==> src/rtl/truth_table_scanner.sv <==
// Sweeps a 3-input gate through all eight input vectors and records its truth table.
// Each vector is held SETTLE_CYCLES+1 cycles; the gate output is sampled on the last one.
//
// state  | meaning
// IDLE   | waiting for start; code/match keep the last result
// SETTLE | driving stim, counting down the settle window, sampling dut_out
// DONE   | result_valid high, holding code/match until result_ack
module truth_table_scanner #(
    parameter int unsigned SETTLE_CYCLES = 3
) (
    input  logic       clk,
    input  logic       rst_n,
    input  logic       start,
    input  logic [7:0] expected,
    output logic [2:0] stim,
    input  logic       dut_out,
    output logic       busy,
    output logic [7:0] code,
    output logic       match,
    output logic       result_valid,
    input  logic       result_ack
);

    localparam logic [7:0] SETTLE_LOAD = 8'(SETTLE_CYCLES);

    typedef enum logic [1:0] {
        IDLE   = 2'd0,
        SETTLE = 2'd1,
        DONE   = 2'd2
    } state_t;

    state_t     state, state_nxt;
    logic [7:0] cnt, cnt_nxt;
    logic [7:0] exp_q, exp_nxt;
    logic [2:0] stim_nxt;
    logic [7:0] code_nxt;
    logic       match_nxt;
    logic       valid_nxt;
    logic [7:0] code_shift;

    always_ff @(posedge clk or negedge rst_n) begin
        if (!rst_n) begin
            state        <= IDLE;
            cnt          <= 8'd0;
            exp_q        <= 8'd0;
            stim         <= 3'b000;
            code         <= 8'd0;
            match        <= 1'b0;
            result_valid <= 1'b0;
        end else begin
            state        <= state_nxt;
            cnt          <= cnt_nxt;
            exp_q        <= exp_nxt;
            stim         <= stim_nxt;
            code         <= code_nxt;
            match        <= match_nxt;
            result_valid <= valid_nxt;
        end
    end

    // Vector i ends up in code bit 7-i once all eight samples are shifted in.
    assign code_shift = {code[6:0], dut_out};

    always_comb begin
        state_nxt = state;
        cnt_nxt   = cnt;
        exp_nxt   = exp_q;
        stim_nxt  = stim;
        code_nxt  = code;
        match_nxt = match;
        valid_nxt = result_valid;
        case (state)
            IDLE: begin
                if (start) begin
                    exp_nxt   = expected;
                    code_nxt  = 8'd0;
                    stim_nxt  = 3'b000;
                    cnt_nxt   = SETTLE_LOAD;
                    state_nxt = SETTLE;
                end
            end
            SETTLE: begin
                if (cnt != 8'd0) begin
                    cnt_nxt = cnt - 8'd1;
                end else begin
                    code_nxt = code_shift;
                    if (stim == 3'b111) begin
                        state_nxt = DONE;
                        valid_nxt = 1'b1;
                        match_nxt = (code_shift == exp_q);
                        stim_nxt  = 3'b000;
                    end else begin
                        stim_nxt = stim + 3'd1;
                        cnt_nxt  = SETTLE_LOAD;
                    end
                end
            end
            DONE: begin
                if (result_ack) begin
                    valid_nxt = 1'b0;
                    state_nxt = IDLE;
                end
            end
            default: begin
                state_nxt = IDLE;
            end
        endcase
    end

    assign busy = (state == SETTLE);

endmodule

==> config.mk <==
export PLATFORM = sky130hd
export DESIGN_NAME = truth_table_scanner
export DESIGN_NICKNAME = d
export VERILOG_FILES = /design/src/rtl/truth_table_scanner.sv
export SDC_FILE = /design/constraint.sdc
export NUM_CORES = 1
export LEC_CHECK = 0
export ABC_AREA = 1
export BUFFER_PORTS_ARGS = -buffer_cell sky130_fd_sc_hd__buf_2
export CORE_ASPECT_RATIO = 0.8
export CORE_MARGIN = 4
export CORE_UTILIZATION = 44
export DETAILED_ROUTE_END_ITERATION = 10
export PLACE_DENSITY = 0.68
export SETUP_SLACK_MARGIN = 0.3
export SYNTH_ARGS = -nofsm -noshare
export SYNTH_HDL_FRONTEND = slang
export SYNTH_SLANG_ARGS = --single-unit
==> constraint.sdc <==
create_clock -name clk -period 3.4 [get_ports clk]
set_clock_uncertainty 0.2 [all_clocks]
set_input_delay 0.68 -clock clk [delete_from_list [all_inputs] [get_ports clk]]
set_output_delay 0.68 -clock clk [all_outputs]
set_load 0.01 [all_outputs]
Yosys cells after proc, flatten, opt, wreduce, memory -nomap -nowiden. Cells that the tools add are included.

$add $sub $neg: 2. Eq/ne operators: 9. Muxes and demuxes: 20. Bitwise logic cells: 1. Reduce and logical (&&, ||, !) cells: 10.

Operators with widths (number): $mux W8 (5); $pmux W8 S2 (2); $mux W3 (3); $reduce_and A3 Y1 (3); $eq A8 B8 Y1 (1); $mux W2 (4); $reduce_and A4 Y1 (2); $reduce_bool A8 Y1 (1); $sub A8 B1 Y8 const B (1); $ne A2 B2 Y1 const B (3); $pmux W2 S3 (1); $pmux W3 S2 (1); $reduce_bool A2 Y1 (2); $add A3 B1 Y3 const B (1); $eq A3 B3 Y1 const B (1); $mux W1 (3); $ne A3 B3 Y1 const B (1); $eq A2 B1 Y1 const B (1); $eq A2 B2 Y1 const B (1); $logic_not A2 Y1 (1); $ne A2 B1 Y1 const B (1); $pmux W1 S2 (1); $reduce_and A2 Y1 (1); $not A1 Y1 (1).

Register bits after elaboration: 31. Bits of input ports: 13. Output and inout port bits: 14. Logic and storage cells: 49.

Logic depth before layout (Yosys ltp). Gate-level depths: netlist (run 1).

Word-level depth: 4. Mapped depth: 9. Gate-level depth less buffers: 9.

Worst setup path after synthesis (run 1). Ideal clock, no wire load.

Path kind: register to output. From: reg state[1]. To: out busy. Arrival: 764 ps. Required time: 2520 ps. Slack: 1756 ps. Stages on the path, launching flop included: 3. Path buffers: 1. Path through: dfrtp_1 > nor2_4 > buf_4.

Cells in the longest elaborated chain, start to end: 1.

RTL lines: start, declared (RTL line 32) `state_t state, state_nxt;`; start signal, assigned (RTL line 51) `state <= state_nxt;`; $eq A2 B1 Y1 (RTL line 110) `assign busy = (state == SETTLE);`; end, declared (RTL line 17) `output logic busy,`.

Every way passes these cells.

Worst setup path in the final report (run 1). Ends and elaborated chain as after synthesis.

==> results of run 1 <==
==> metal layers <==
| metal | routed length, microns | vias up | part of all wire |
|---|---|---|---|
| met5 | 0 | - | 0 |
| met4 | 57 | 0 | 0.018 |
| met3 | 167 | 7 | 0.052 |
| met2 | 1309 | 22 | 0.41 |
| met1 | 1697 | 598 | 0.53 |
| li1 | - | 735 | - |
==> critical path: stages (launching register included) <==
cell	delay, ps
dfrtp_1	430
nor2_4	330
buf_2	200
==> cells by family after synthesis <==
kind of cell,count (synthesis),share of synthesized area
AOI/OAI and AO/OA,20,0.06002
xor gates and xnor gates,1,0.005252
adders and majority gates,4,0.03001
buffers and inverters,40,0.09452
DFF,31,0.4651
and+or+nand+nor,123,0.3451
==> path summary, 6_finish.rpt <==
check / slack (ps) / end
min: 230 / stim[2]
max reg2reg: 1700 / stim[2]
min in group clk: 270 / cnt[1]
max: 1270 / busy
max in group asynchronous: 2330 / exp_q[4]
min reg2reg: 270 / cnt[1]
==> cell usage after synthesis, types with 2 or more instances <==
cell type,n
o21ai_1,14
nand4_1,6
a21oi_1,2
buf_4,2
inv_1,36
nor2_1,10
ha_1,4
nand2_4,3
o21ai_0,4
nand3_1,11
nor2_4,3
dfrtp_1,31
nand2_2,3
nand2_1,84
inv_2,2
==> area by class of cell <==
cell class	count	area (sq um)
clock buffer	6	82.58
clock inverter	1	5.005
tap	42	52.55
sequential	31	775.7
fill	365	1619
timing repair buffer	26	130.1
inverter	38	142.6
multi-input combinational	148	734.5
==> flip-flops by register name, indices dropped and copies added, names as in the netlist <==
register,count
state,2
stim,3
code,8
result_valid,1
match,1
exp_q,8
cnt,8
==> per-stage QoR <==
stage | cell area [sq um] | total power, mW | utilization
after detailed placement | 1836 | 1.161 | 0.5182
after global routing | 1923 | 1.585 | 0.5429
after global placement | 1836 | 1.147 | 0.5182
after CTS | 1923 | 1.459 | 0.5429
final | 1923 | 1.444 | 0.5429
after floorplan | 1668 | 0.9968 | -
==> power groups by stage <==
stage / Sequential [mW] / Clock, mW / Combinational, mW
final: 0.622 / 0.292 / 0.530
after global routing: 0.646 / 0.315 / 0.624
after CTS: 0.623 / 0.301 / 0.536
after detailed placement: 0.626 / 0 / 0.535
after global placement: 0.625 / 0 / 0.522
after floorplan: 0.638 / 0 / 0.359
==> metrics.csv, run 1 <==
metric,value,unit
status,completed,
crit_fanout,13,
place_ws,1582,ps
path_clk_slew,60,ps
p_int,0.8779,mW
timing_hold_violations_final,0,
drt_iter0_drc,63,
cts_root_buf,clkbuf_8,
met1_usage,0.1960,
clock_latency,290,ps
cts_max_level,2,
cts_hold_buf,0,
worst_pin_slew,684.5,ps
syn_to_final_growth,15.30,%
drtPass1Iterations,4,
initial_core_util,0.4709,
synth_ff_type,dfrtp_1,
p_per_area,750.8,mW/mm^2
drt_wl_total,3231,microns
setup_viol,0,
leakage,1.084,nW
synth.largest_area_cell,dfrtp_1,
design.core.area,0.003542,sq mm
p_comb_frac,0.367,
synth.top_cell.area_share,0.4651,
gr-total-overflow,0,
cts_resized,0,
p_sw,0.5658,mW
use_met2,0.2130,
syn_area,0.001668,sq mm
grt_usage,0.1465,
final_cell_mix,"84 x nand2_1, 36 x inv_1, 31 x dfrtp_1",
place.gp.congestion,0.8001,
tns,0,ps
die_x,76.84,microns
async_reset_ff_frac,1.000,
ys_ff_latch,31,
grt.busiest_layer,met2,
avgRoutedWirePerCell,11.07,microns
core.rowCount,19,
synth.top_cells.by_area,"dfrtp_1 47%, nand2_1 19%, inv_1 8.1%",
die-area,0.004846,sq mm
synthCells,219,
timing.fmax,468.6,MHz
antenna_cells,0,
fin_crit,2134,ps
crit_path_end_kind,output pin,
required,2520,ps
peakVddDrop,331.5,uV
cts_tree,yes,
grt_setup_unrepaired,no,
fp.dieH,63.07,microns
timing.hold.ws,231.2,ps
hpwlAfterDp,2377,microns
max_slew_margin,0.5437,
cts.sinks,31,
yosys_warnings,0,
antenna_found_initial,0,
grt_max_degree,32,
drv_cap,0,
final_cells,292,
r2r_start,cnt[0],
clockBufferDepth,2,
clkPwrFrac,0.202,
sw_frac_of_total,0.3919,
maxSlewViolCount,0,
cts_buffers,5,
cp-startpoint,state[1],
postCtsSetupBuffers,0,
hp-class,in2async,
vias_per_cell,4.664,
grt_pass1_wl,5526,microns
ios,27,
antenna_left,0,
fin_crit_sh,0.6276,
seq_power_share,0.431,
synth-edff-count,0,
layout_commonest_cell,nand2_1,
setup_ws,1266,ps
synth.avg_cell_area,7.616,sq um
route.detailed.drc,0,
fin_nets,267,
drive_gt1_frac,0.1840,
crit_type,reg2out,
cp.arrival,1250,ps
grt_pass1_vias,1241,
synth-seq-area-share,0.4651,
reg2regPathDepth,9,
synthesis.nets,236,
yosys.cell_types.count,19,
met3_usage,0.03704,
io_buffers,26,
num_vias,1362,
place_inst,285,
critPathLaunchType,flip-flop,
(Power assumes the default switching activity.)
==> run 2: changes to the inputs <==
--- a/config.mk
+++ b/config.mk
@@ -11,7 +11,7 @@
 export CORE_MARGIN = 4
 export CORE_UTILIZATION = 44
 export DETAILED_ROUTE_END_ITERATION = 10
-export PLACE_DENSITY = 0.68
+export PLACE_DENSITY = 0.7
 export SETUP_SLACK_MARGIN = 0.3
 export SYNTH_ARGS = -nofsm -noshare
 export SYNTH_HDL_FRONTEND = slang
==> constraint.sdc (replaced) <==
create_clock -name clk -period 1.8 [get_ports clk]
set_clock_uncertainty 0.2 [all_clocks]
set_input_delay 0.36 -clock clk [delete_from_list [all_inputs] [get_ports clk]]
set_output_delay 0.36 -clock clk [all_outputs]
set_load 0.01 [all_outputs]
==> run 2 against run 1 <==
  * Hold slack lost 160 ps
  * Register-to-register slack worse by 1400 ps
  * Count of clock-buffer cells in the layout stayed put
  * Largest cell class is now multi-input gates
==> metrics.csv, run 2 (synthesis gave the netlist of run 1 again) <==
metric,value,unit
reg2reg_slack,270,ps
place.gp.congestion,0.8368,
cts_tree,yes,
crit_path_end_kind,output pin,
hp-class,in2reg,
sw_frac_of_total,0.3856,
place_area,0.001851,sq mm
fin_crit,1550,ps
drtPass1Iterations,4,
drt_wl_total,4117,microns
core.rowCount,19,
reg2regPathDepth,8,
die_x,76.84,microns
clock_latency,290,ps
vias_per_cell,4.917,
cts_max_level,2,
largestRegisters,"cnt (8), code (8), exp_q (8)",
max_slew_margin,0.7340,
critPathLaunchType,flip-flop,
design.core.area,0.003542,sq mm
cp.arrival,990,ps
critPathSlowestCell,dfrtp_2,
clkPwrFrac,0.223,
antenna_found_initial,0,
cts_buffers,5,
peakVddDrop,636.6,uV
leakage,1.192,nW
antenna_left,0,
timing.fmax,645.2,MHz
final_cell_mix,"79 x nand2_1, 31 x inv_1, 29 x dfrtp_1",
final_cells,314,
initial_core_util,0.4709,
seq_power_share,0.367,
drive_gt1_frac,0.3199,
worst_pin_slew,399.0,ps
grt_max_degree,32,
drv_cap,0,
die-area,0.004846,sq mm
cts.sinks,31,
io_buffers,26,
r2r_start,cnt[0],
worstPathCellList,nor2_4 > buf_6,
ios,27,
p_comb_frac,0.410,
grt_setup_unrepaired,yes,
setup_viol,0,
place_inst,287,
clockBufferDepth,2,
fillCellCount,324,
syn_to_final_growth,31.58,%
gr-total-overflow,0,
fin_crit_sh,0.8611,
maxSlewViolCount,0,
max_stage_delay,450,ps
hpwlAfterDp,2523,microns
crit_type,reg2out,
drt_iter0_drc,91,
layout_commonest_cell,nand2_1,
grt_pass1_vias,1452,
p_sw,1.250,mW
p_int,1.992,mW
timing_hold_violations_final,0,
fp.dieH,63.07,microns
hp-start,expected[6],
p_per_area,1477,mW/mm^2
tns,0,ps
cts_root_buf,clkbuf_8,
required,1240,ps
crit_fanout,4,
post-route-util,0.6196,
num_vias,1544,
grt_pass1_wl,6465,microns
avgRoutedWirePerCell,13.11,microns
path_clk_slew,70,ps
antenna_cells,0,
r2r_end,cnt[0],
hold_depth,3,
fin_nets,288,
status,completed,
route.detailed.drc,0,
grt_usage,0.1687,
timing.hold.ws,74.16,ps
final_area,0.002195,sq mm
worstHoldEndpoint,exp_q[6],
[run 2: changes by cell type in the layout (fill, tap and decap cells not counted), moves of 2 or more]
cell,delta
buf_4,+17
dfrtp_1,-2
dfrtp_2,+2
ha_1,-3
ha_2,+2
inv_1,-5
inv_2,+3
nand2_1,-5
nand2_2,+5
nand2_4,+2
nor2_1,-3
nor2_2,+3
o21ai_0,-2
o21ai_1,+2
[run 2: cell type report]
cell class	count	area, sq um	share of cell area
clock inverter	2	35.03	0.01596
multi-input combinational	151	822.0	0.3746
tap	42	52.55	0.02395
sequential	31	778.2	0.3546
clock buffer	6	82.58	0.03763
inverter	38	150.1	0.06842
timing repair buffer	44	274.0	0.1249
[run 2: layer usage]
layer  up-vias  track usage  share of wire
li1        777            -              -
met1       715       0.2233           0.50
met2        41       0.2489           0.43
met3        11      0.04131          0.043
met4         0       0.1018          0.029
met5         -            0              0
[run 2: worst max-delay path, delay by kind of cell, from the launching register on]
kind | cells | cell delay (ps)
DFF | 1 | 450
buffers and inverters | 1 | 120
and+or+nand+nor | 1 | 130
[run 2: how the worst max path moves through the flow]
stage              from       to  slack (ps)
3_5_place_dp     cnt[0]  stim[1]         180
2_1_floorplan    cnt[0]  stim[0]         300
4_1_cts        state[1]     busy         270
6_report       state[1]     busy         250
3_3_place_gp     cnt[0]  stim[0]         230
5_1_grt          cnt[5]   cnt[3]         220
[run 2: timing repair]
item / CTS / global route
setup buffers: 6 / 9
hold endpoints to repair: 31 / 0
pin swaps: 6 / 4
cloned: 1 / 2
gates resized for setup: 12 / 19
hold buffers: 1 / 0
endpoints found under the setup margin: 22 / 30
[run 2: power by group through the flow]
stage               logic, mW  clock network (mW)  registers [mW]
detailed placement       1.02                   0            1.19
CTS                      1.16               0.731            1.18
global route             1.50               0.768            1.23
global placement        0.993                   0            1.18
finish                   1.33               0.722            1.19
floorplan               0.678                   0            1.21
[run 2: per-stage QoR]
stage | power (mW) | worst slack, ps
3_5_place_dp | 2.214 | 180.5
6_report | 3.242 | 250.0
4_1_cts | 3.075 | 273.9
3_3_place_gp | 2.177 | 229.9
2_1_floorplan | 1.883 | 300.9
5_1_grt | 3.498 | 215.8
